File: src/rtl/operand_entry_fsm.sv
// operand_entry_fsm: builds hex operands from keypad strobes and emits new_input/finish_input pulses
module operand_entry_fsm #(
  parameter int DIGITS      = 3,
  parameter int HOLD_CYCLES = 2
) (
  input  logic                  clk,
  input  logic                  rst,
  input  logic                  digit_valid,
  input  logic [3:0]            digit,
  input  logic                  enter_pulse,
  input  logic                  clear_pulse,
  input  logic                  finish_pulse,
  output logic [4*DIGITS-1:0]   num1_hex,
  output logic [4*DIGITS-1:0]   num2_hex,
  output logic                  new_input,
  output logic                  finish_input,
  output logic [4*DIGITS-1:0]   entry_hex,
  output logic [1:0]            entry_sel
);
  localparam int NW = 4 * DIGITS;
  localparam int CW = $clog2(DIGITS + 1);
  typedef enum logic [1:0] {S_NUM1, S_NUM2, S_BUSY, S_ACC} state_t;
  state_t        state_q, state_d;
  logic [NW-1:0] num1_q, num1_d, num2_q, num2_d, cur, shifted;
  logic [CW-1:0] cnt_q, cnt_d;
  logic [3:0]    hold_q, hold_d;
  logic          new_q, new_d, fin_q, fin_d, full, has;
  assign cur     = (state_q == S_NUM1) ? num1_q : num2_q;
  assign shifted = {cur[NW-5:0], digit};
  assign full    = cnt_q == CW'(DIGITS);
  assign has     = cnt_q != '0;
  always_comb begin
    state_d = state_q;
    num1_d  = num1_q;
    num2_d  = num2_q;
    cnt_d   = cnt_q;
    hold_d  = hold_q;
    new_d   = 1'b0;
    fin_d   = 1'b0;
    case (state_q)
      S_NUM1: begin
        if (finish_pulse) begin
        end else if (clear_pulse) begin
          num1_d = '0;
          cnt_d  = '0;
        end else if (enter_pulse) begin
          state_d = has ? S_NUM2 : S_NUM1;
          cnt_d   = has ? '0 : cnt_q;
        end else if (digit_valid && !full) begin
          num1_d = shifted;
          cnt_d  = cnt_q + 1'b1;
        end
      end
      S_BUSY: begin
        hold_d  = hold_q - 4'd1;
        state_d = (hold_q == 4'd1) ? S_ACC : S_BUSY;
        cnt_d   = '0;
      end
      default: begin
        if (finish_pulse) begin
          if (state_q == S_ACC) begin
            fin_d   = 1'b1;
            num1_d  = '0;
            num2_d  = '0;
            cnt_d   = '0;
            state_d = S_NUM1;
          end
        end else if (clear_pulse) begin
          num2_d = '0;
          cnt_d  = '0;
        end else if (enter_pulse) begin
          if (has) begin
            new_d   = 1'b1;
            hold_d  = 4'(HOLD_CYCLES);
            state_d = S_BUSY;
          end
        end else if (digit_valid && !full) begin
          // the first ACC digit replaces the held sum instead of shifting into it
          num2_d = (state_q == S_ACC && !has) ? {{(NW-4){1'b0}}, digit} : shifted;
          cnt_d  = cnt_q + 1'b1;
        end
      end
    endcase
  end
  always_ff @(posedge clk or negedge rst) begin
    if (!rst) begin
      state_q <= S_NUM1;
      num1_q  <= '0;
      num2_q  <= '0;
      cnt_q   <= '0;
      hold_q  <= '0;
      new_q   <= 1'b0;
      fin_q   <= 1'b0;
    end else begin
      state_q <= state_d;
      num1_q  <= num1_d;
      num2_q  <= num2_d;
      cnt_q   <= cnt_d;
      hold_q  <= hold_d;
      new_q   <= new_d;
      fin_q   <= fin_d;
    end
  end
  assign num1_hex     = num1_q;
  assign num2_hex     = num2_q;
  assign new_input    = new_q;
  assign finish_input = fin_q;
  assign entry_hex    = cur;
  assign entry_sel    = state_q;
endmodule

File: config.mk
export PLATFORM = sky130hd
export DESIGN_NAME = operand_entry_fsm
export DESIGN_NICKNAME = d
export VERILOG_FILES = /design/src/rtl/operand_entry_fsm.sv
export SDC_FILE = /design/constraint.sdc
export NUM_CORES = 1
export LEC_CHECK = 0
export ABC_CLOCK_PERIOD_IN_PS = 2500
export CORE_MARGIN = 5
export CORE_UTILIZATION = 30
export DETAILED_ROUTE_END_ITERATION = 8
export SKIP_CTS_REPAIR_TIMING = 1
export SKIP_LAST_GASP = 1
export SLEW_MARGIN = 0
export SYNTH_ARGS = -nofsm -noshare
export SYNTH_HDL_FRONTEND = slang
export SYNTH_SLANG_ARGS = --single-unit
File: constraint.sdc
create_clock -name clk -period 2.5 [get_ports clk]
set_clock_uncertainty 0.15 [all_clocks]
set_input_delay 0.25 -clock clk [delete_from_list [all_inputs] [get_ports clk]]
set_output_delay 0.25 -clock clk [all_outputs]
set_load 0.1 [all_outputs]
==> reports/metrics.cfg, run 1 <==
[timing]
timing.slew.headroom_pct = 63.1
fin_setup_tns_ns = 0
report.final.setup_viol = 0
grt_setup_unrepaired = false
timing_worst_slew_pin_value_ns = 0.552
hold_viol_final = 0
slew_violations = 0
min_period_over_period_pct = 91.5
clock.fmax_mhz = 437
timing.hold.ws_ns = 0.217
layout_min_cycle_time_ns = 2.29

[placed_design]
routabilityCongestion = 0.791
hpwlAfterDp_um = 3570
dpl.cell_count = 313
placement.io_buffers = 49

[yosys]
synth_seq_cells = 34
synth_nets = 209
yosys_most_used_dff = sky130_fd_sc_hd__dfrtp_1
synth_edf_count = 0
part_of_the_yosys_area_used_for_sequential_elements_pct = 43.4
postSynthAreaPerCell_um2 = 10.3
post_synthesis_cell_type_count = 42
synth.cell_area_mm2 = 0.00196
synth_cells = 191
postSynth.asyncResetShare_pct = 100
synth.yosys.warnings = 0

[hold_path]
min_path_type = input port to asynchronous set/reset pin

[clock_tree]
cts_tree = yes
tritoncts_num_sinks = 34
clk_pin_slew_ns = 0.08
insertion_delay_ns = 0.29
clock_tree.buffer_depth = 2
cts_htree_levels = 2
ctsRootBufferMaster = sky130_fd_sc_hd__clkbuf_8
tritoncts.num_buffers = 5

[flow_run]
drv_cap = 0

[cells_and_area]
flow.area_growth_from_synthesis_pct = 38.0
final-instance-count-excl-fill = 321
net_count_of_the_finished_layout = 261
antenna-diode-count = 0
post-route-util_pct = 42.6
final_layout_size_suffix_gt1_share_pct = 32.4

[global_route]
pin_count_of_the_biggest_net_entering_global_routing = 35
grt_overflow_total = 0
grt_pass1_vias = 1598
use_met1_pct = 17.1
groute.layer.met3.usage_pct = 3.25
grtUsageMet2_pct = 18.3
antenna_found_initial = 0
grt.busiest_layer = met2
grt_use_total_pct = 12.2
first_pass_grt_wire_length_um = 8240

[floorplanning]
pin_count = 50
floorplan.die.width_um = 90.9
core-area_mm2 = 0.00635
initial_core_util_pct = 30.9
row_count = 29
dieArea_mm2 = 0.00826
die_height_um = 90.9

[worst_setup_path]
crit_path_cell_trace = inv_1, ha_1, buf_4, mux2_2, buf_12
worst-path-buf-inv = 3
critical_path.max_fanout = 18
crit_arrival_ns = 1.89
criticalPathCategory = register to output pin
cpLargestDelayFamily = buffers and inverters
worst_ep_required_time_ns = 2.10
crit_path_top_delay_cell = sky130_fd_sc_hd__dfrtp_2
setup.worst_path.end_class = output pin
critPathLaunchType = register
critPathMaxStageDelay_ns = 0.44

[route]
post_drt_wl_per_cell_um = 15.0
drc = 0
route.vias.total = 1535
drtAntennaViolNets = 0
wl_um = 4820
drtPass1Iterations = 4
drtIter0Drc = 66
viasPerCell = 4.78

[outcome]
run_status = complete, no violations

synthesized netlist by cell type (3+ instances only):
library cell	number	share of area [%]
sky130_fd_sc_hd__a21oi_1	3	0.77
sky130_fd_sc_hd__a22o_1	6	2.7
sky130_fd_sc_hd__buf_2	3	0.77
sky130_fd_sc_hd__dfrtp_1	34	43
sky130_fd_sc_hd__ha_1	8	5.1
sky130_fd_sc_hd__inv_1	19	3.6
sky130_fd_sc_hd__mux2_2	13	7.5
sky130_fd_sc_hd__mux2i_1	15	7.7
sky130_fd_sc_hd__nand2_1	26	5.0
sky130_fd_sc_hd__nand2b_1	5	1.6
sky130_fd_sc_hd__nand3_1	10	2.6
sky130_fd_sc_hd__nor2_1	4	0.77
sky130_fd_sc_hd__o21ai_0	7	1.8
sky130_fd_sc_hd__o21ai_1	3	0.77
per-layer routing:
metal  up-vias  wire, um
met4         0        98
met3         9       186
li1        761         -
met2        37      2300
met5         -         0
met1       728      2230
path summary, 6_finish.rpt:
path | depth (start not counted) | endpoint | startpoint | slack [ns]
min reg2reg | 2 | num2_hex[6]$_DFFE_PN0P_ | num2_hex[6]$_DFFE_PN0P_ | 0.36
min in group clk | 2 | num2_hex[6]$_DFFE_PN0P_ | num2_hex[6]$_DFFE_PN0P_ | 0.36
max | 5 | entry_hex[5] | entry_sel[0]$_DFFE_PN0P_ | 0.21
max reg2reg | 7 | num1_hex[3]$_DFFE_PN0P_ | entry_sel[0]$_DFFE_PN0P_ | 0.49
min | 2 | num2_hex[11]$_DFFE_PN0P_ | rst | 0.22
max in group asynchronous | 2 | asynchronous set/reset pin | rst | 1.65
cell usage in the layout (no fill, tap or decap), types with 2 or more instances in the layout:
cell type / netlist / layout
sky130_fd_sc_hd__nor2_2: 2 / 2
sky130_fd_sc_hd__inv_1: 19 / 19
sky130_fd_sc_hd__clkdlybuf4s50_1: 0 / 9
sky130_fd_sc_hd__nand3_1: 10 / 10
sky130_fd_sc_hd__a22o_1: 6 / 6
sky130_fd_sc_hd__dfrtp_2: 0 / 2
sky130_fd_sc_hd__buf_12: 1 / 12
sky130_fd_sc_hd__o21ai_0: 7 / 7
sky130_fd_sc_hd__nand2_1: 26 / 26
sky130_fd_sc_hd__bufinv_16: 0 / 2
sky130_fd_sc_hd__dfrtp_1: 34 / 32
sky130_fd_sc_hd__and3_1: 2 / 2
sky130_fd_sc_hd__mux2i_1: 15 / 15
sky130_fd_sc_hd__nand2b_1: 5 / 5
sky130_fd_sc_hd__ha_1: 8 / 8
sky130_fd_sc_hd__nor2_1: 4 / 4
sky130_fd_sc_hd__clkbuf_8: 0 / 5
sky130_fd_sc_hd__o21ai_1: 3 / 3
sky130_fd_sc_hd__mux2_2: 13 / 13
sky130_fd_sc_hd__a211oi_1: 2 / 2
sky130_fd_sc_hd__o22ai_1: 2 / 2
sky130_fd_sc_hd__buf_4: 2 / 33
sky130_fd_sc_hd__a21oi_1: 3 / 3
sky130_fd_sc_hd__nor2b_1: 2 / 2
through the flow:
step / setup WS [ns] / instance area, um^2
2_1_floorplan: 0.0483 / 1960
3_3_place_gp: 0.428 / 2570
3_5_place_dp: 0.397 / 2570
4_1_cts: 0.193 / 2710
5_1_grt: 0.109 / 2710
6_report: 0.213 / 2710
logic make-up (layout without fill, tap and decap cells):
logic type               count (synthesis)  in the layout  synth area share, %
multiplexers                            28             28                 15.1
AO/OA/AOI/OAI                           33             33                 12.8
buffers and inverters                   28             81                 7.52
adder cells (fa/ha/maj)                  8              8                 5.10
flip-flops                              34             34                 43.4
AND/OR/NAND/NOR                         60             60                 16.1
layout make-up:
type	count	area (um^2)
clock buffer	5	68.8
fill	629	3640
timing repair buffer	54	578
multi-input combinational	129	971
tap	77	96.3
clock inverter	3	68.8
inverter	19	71.3
sequential	34	853
sequential cells by signal, summed over array words and instances, names as in the netlist, named ones only:
register      count
new_input         1
entry_sel         1
cnt_q             2
num2_hex         12
finish_input      1
hold_q            4
num1_hex         12
Power of run 1 is left out: the tool's default activity adds up to more than one toggle a clock period on the data nets, which glitch-free logic cannot reach.
==> run 2: changes to the inputs <==
--- a/config.mk
+++ b/config.mk
@@ -7,4 +7,2 @@
 export LEC_CHECK = 0
-export ABC_CLOCK_PERIOD_IN_PS = 2500
-export CORE_MARGIN = 5
 export CORE_UTILIZATION = 30
==> constraint.sdc (replaced) <==
create_clock -name clk -period 2.5 [get_ports clk]
set_clock_uncertainty 0.15 [all_clocks]
set_input_delay 0.5 -clock clk [delete_from_list [all_inputs] [get_ports clk]]
set_output_delay 0.5 -clock clk [all_outputs]
set_load 0.1 [all_outputs]
==> run 2 against run 1 <==
The flow now finishes with violations (design-rule violations); worst setup slack got worse by 0.13 ns; flip-flop and latch count unchanged; wire length fell by 7.0%; highest routed layer unchanged; fmax down 5.3%; hold slack better by 0.14 ns; first-iteration DRC count shrank 1.5%; cell count grew 0.31%; via count up 0.85%.
==> reports/metrics.cfg, run 2 (synthesis results as in run 1) <==
[outcome]
run_status = finished with violations
violated_checks = design-rule violations

[worst_setup_path]
cpLargestDelayFamily = flip-flops
worst_ep_required_time_ns = 1.85
critical_path.max_fanout = 18
setup.worst_path.end_class = output pin
worst-path-buf-inv = 3
critPathMaxStageDelay_ns = 0.45
crit_path_cell_trace = inv_2, ha_2, buf_12, mux2_2, buf_12
crit_path_top_delay_cell = sky130_fd_sc_hd__dfrtp_2
crit_start = entry_sel[0]$_DFFE_PN0P_
crit_arrival_ns = 1.77
cp_common_cell = sky130_fd_sc_hd__buf_12
worst_r2r_startpoint = entry_sel[0]$_DFFE_PN0P_
criticalPathCategory = register to output pin
critPathLaunchType = register

[floorplanning]
initial_core_util_pct = 31.1
row_count = 29
dieArea_mm2 = 0.00687
die_height_um = 82.9
core-area_mm2 = 0.00631
pin_count = 50
floorplan.die.width_um = 82.9

[clock_tree]
tritoncts.num_buffers = 5
clk_pin_slew_ns = 0.07
cts_htree_levels = 2
clock_tree.buffer_depth = 2
tritoncts_num_sinks = 34
cts_tree = yes
ctsRootBufferMaster = sky130_fd_sc_hd__clkbuf_8
insertion_delay_ns = 0.29

[route]
drtIter0Drc = 65
post_drt_wl_per_cell_um = 13.9
route.vias.total = 1548
wl_um = 4480
drtAntennaViolNets = 0
drtPass1Iterations = 6
drc = 1
viasPerCell = 4.81

[global_route]
grt_use_total_pct = 14.0
first_pass_grt_wire_length_um = 7740
pin_count_of_the_biggest_net_entering_global_routing = 35
grt_overflow_total = 0
antenna_found_initial = 0
grt_pass1_vias = 1539

[cells_and_area]
mostFrequentLayoutCells = 33 x sky130_fd_sc_hd__buf_4, 32 x sky130_fd_sc_hd__dfrtp_1, 26 x sky130_fd_sc_hd__nand2_1, 17 x sky130_fd_sc_hd__inv_1, 15 x sky130_fd_sc_hd__mux2i_1
final_layout_size_suffix_gt1_share_pct = 33.9
regArea_um2 = 853
antenna-diode-count = 0
filler_cell_count = 627
mostFrequentLayoutCell = sky130_fd_sc_hd__buf_4
net_count_of_the_finished_layout = 263
multiInputGateArea_um2 = 973
flow.area_growth_from_synthesis_pct = 38.9

[timing]
clock.fmax_mhz = 414
timing.final.ws_setup_ns = 0.0848
timing_worst_slew_pin_value_ns = 0.457
slew_violations = 0
report.final.setup_viol = 0
grt_setup_unrepaired = false
hold_viol_final = 0
min_period_over_period_pct = 96.6
layout_min_cycle_time_ns = 2.42
timing.slew.headroom_pct = 69.5

[placed_design]
placement.io_buffers = 49
routabilityCongestion = 0.764
hpwlAfterDp_um = 3290
dp_slack_ns = 0.285

[hold_path]
min_path_type = register to register
worst_hold_startpoint = num2_hex[7]$_DFFE_PN0P_

[flow_run]
drv_cap = 0

## run 2: worst reg2reg max path: stages, from the launching register on
cell and delay (ns):
sky130_fd_sc_hd__dfrtp_2 0.45, sky130_fd_sc_hd__inv_2 0.10, sky130_fd_sc_hd__ha_1 0.44, sky130_fd_sc_hd__nor2_4 0.10
sky130_fd_sc_hd__mux2i_1 0.17, sky130_fd_sc_hd__a211oi_1 0.29, sky130_fd_sc_hd__o22ai_1 0.12
## run 2: cell type report
cell class / instances / share of cell area [%]
clock inverters: 1 / 1.10
multi-input cells: 129 / 35.7
well taps: 77 / 3.54
inverters: 19 / 2.62
repair buffers: 56 / 22.7
clock buffers: 6 / 3.03
flip-flops and latches: 34 / 31.3
## run 2: stage by stage
stage / cells / hold slack (ns) / area (um^2) / util (%) / TNS, ns
2_1_floorplan: 191 / 0.0544 / 1960 / - / -0.989
3_3_place_gp: 315 / 0.341 / 2610 / 41.3 / 0
3_5_place_dp: 315 / 0.351 / 2610 / 41.3 / 0
4_1_cts: 322 / 0.368 / 2720 / 43.1 / 0
5_1_grt: 322 / 0.413 / 2730 / 43.2 / 0
6_report: 322 / 0.358 / 2730 / 43.2 / 0
## run 2: worst paths after layout
| kind | cells after the start | slack, ns | end |
|---|---|---|---|
| hold / removal | 2 | 0.36 | num2_hex[7]$_DFFE_PN0P_ |
| hold reg to reg | 2 | 0.36 | num2_hex[7]$_DFFE_PN0P_ |
| min in group asynchronous | 2 | 0.47 | num2_hex[10]$_DFFE_PN0P_ |
| setup reg to reg | 6 | 0.55 | cnt_q[0]$_DFFE_PN0P_ |
| setup / recovery | 5 | 0.08 | entry_hex[0] |
| max in group asynchronous | 2 | 1.40 | asynchronous set/reset pin |
## run 2: per-layer routing
metal / GRT usage (%) / up-vias / part of all wire, % / routed length (um)
met5: 0 / - / 0 / 0
met4: 5.17 / 0 / 1.2 / 56
met3: 3.08 / 5 / 3.5 / 155
met2: 20.9 / 30 / 47 / 2090
met1: 19.8 / 753 / 49 / 2180
li1: - / 760 / - / -
Power of run 2 is left out for the same reason.
==> run 3: changes to the inputs <==
Settings changed: PLACE_DENSITY set to 0.51.
==> run 3 against run 2 <==
The run now ends clean; wire length increased by 0.45%; flip-flop and latch count stayed put; global-route usage is 0.30 points lower; die area did not move; fmax shrank 1.6%; register-to-register slack got worse by 0.06 ns; worst setup slack worse by 0.040 ns; critical path depth is the same; non-clock buffer count did not move; critical path type unchanged.
==> reports/metrics.cfg, run 3 (synthesis results as in run 1) <==
[timing]
timing_worst_slew_pin_value_ns = 0.522
report.final.setup_viol = 0
slew_violations = 0
timing.slew.headroom_pct = 65.1
layout_min_cycle_time_ns = 2.45
grt_setup_unrepaired = false
clock.fmax_mhz = 407
timing.hold.ws_ns = 0.353
min_period_over_period_pct = 98.2
hold_viol_final = 0

[cells_and_area]
mostFrequentLayoutCells = 33 x sky130_fd_sc_hd__buf_4, 32 x sky130_fd_sc_hd__dfrtp_1, 26 x sky130_fd_sc_hd__nand2_1, 18 x sky130_fd_sc_hd__inv_1, 15 x sky130_fd_sc_hd__mux2i_1
filler_cell_count = 633
mostFrequentLayoutCell = sky130_fd_sc_hd__buf_4
antenna-diode-count = 0
flow.area_growth_from_synthesis_pct = 38.8
final_layout_size_suffix_gt1_share_pct = 33.1
post-route-util_pct = 43.1
net_count_of_the_finished_layout = 263

[clock_tree]
cts_tree = yes
clk_pin_slew_ns = 0.07
insertion_delay_ns = 0.28
clock_tree.buffer_depth = 2
tritoncts_num_sinks = 34
tritoncts.num_buffers = 5
cts_htree_levels = 2
ctsRootBufferMaster = sky130_fd_sc_hd__clkbuf_8

[worst_setup_path]
worst-path-buf-inv = 3
setup.worst_path.end_class = output pin
crit_path_top_delay_cell = sky130_fd_sc_hd__dfrtp_2
critPathMaxStageDelay_ns = 0.44
worst_ep_required_time_ns = 1.85
criticalPathCategory = register to output pin
crit_arrival_ns = 1.80
cpLargestDelayFamily = buffers and inverters
cp_common_cell = sky130_fd_sc_hd__buf_12
crit_path_cell_trace = inv_1, ha_1, buf_12, mux2_2, buf_12
critical_path.max_fanout = 18
critPathLaunchType = register

[global_route]
first_pass_grt_wire_length_um = 7520
grt_use_total_pct = 13.7
grt_pass1_vias = 1492
antenna_found_initial = 0
pin_count_of_the_biggest_net_entering_global_routing = 35
grt_overflow_total = 0

[route]
route.vias.total = 1536
post_drt_wl_per_cell_um = 14.0
viasPerCell = 4.77
wl_um = 4500
drtPass1Iterations = 4
drtAntennaViolNets = 0
drtIter0Drc = 35
drc = 0

[floorplanning]
initial_core_util_pct = 31.1
core-area_mm2 = 0.00631
pin_count = 50
die_height_um = 82.9
dieArea_mm2 = 0.00687
floorplan.die.width_um = 82.9
row_count = 29

[placed_design]
placement.io_buffers = 49
hpwlAfterDp_um = 3230
routabilityCongestion = 0.729

[flow_run]
drv_cap = 0

[outcome]
run_status = complete, no violations

[hold_path]
min_path_type = register to register

-- run 3: cell types whose count changed in the layout (fill, tap and decap cells not counted) --
cell / before / now
sky130_fd_sc_hd__inv_1: 17 / 18
sky130_fd_sc_hd__ha_2: 1 / 0
sky130_fd_sc_hd__ha_1: 7 / 8
sky130_fd_sc_hd__inv_2: 2 / 1
-- run 3: path summary, 6_finish.rpt --
check,slack (ns),depth (start not counted),start,to
max,0.05,5,register,entry_hex[0]
min,0.35,2,num2_hex[11]$_DFFE_PN0P_,num2_hex[11]$_DFFE_PN0P_
max reg2reg,0.49,6,entry_sel[0]$_DFFE_PN0P_,cnt_q[1]$_DFFE_PN0P_
min reg2reg,0.35,2,num2_hex[11]$_DFFE_PN0P_,num2_hex[11]$_DFFE_PN0P_
max in group asynchronous,1.39,2,rst,entry_sel[0]$_DFFE_PN0P_
min in group asynchronous,0.48,2,rst,num2_hex[10]$_DFFE_PN0P_
-- run 3: tightest hold or removal path, delay by kind of cell, from the launching register on --
kind | cells | cell delay (ns)
flops | 1 | 0.36
compound gates | 1 | 0.06
simple gates | 1 | 0.05
-- run 3: area by class of cell --
| class | instances | area (um^2) | area share, % |
|---|---|---|---|
| multi-input combinational | 129 | 971 | 35.7 |
| sequential | 34 | 853 | 31.3 |
| timing repair buffer | 56 | 618 | 22.7 |
| tap | 77 | 96.3 | 3.54 |
| clock buffer | 6 | 82.6 | 3.03 |
| inverter | 19 | 71.3 | 2.62 |
| clock inverter | 1 | 30.0 | 1.10 |
-- run 3: metal layers --
| layer | global-route usage [%] | wire [um] | vias to the layer above |
|---|---|---|---|
| li1 | - | - | 767 |
| met1 | 19.4 | 2180 | 721 |
| met2 | 21.0 | 2050 | 44 |
| met3 | 2.78 | 228 | 4 |
| met4 | 4.23 | 44 | 0 |
| met5 | 0 | 0 | - |
-- run 3: stage by stage --
stage          std cells  area, um^2   TNS, ns  setup slack [ns]
3_5_place_dp         315        2610         0             0.162
6_report             322        2720         0            0.0452
5_1_grt              322        2720         0            0.0109
2_1_floorplan        191        1960    -0.989            -0.114
3_3_place_gp         315        2610         0             0.176
4_1_cts              322        2720  -0.00210          -0.00210
Power of run 3 is left out for the same reason.
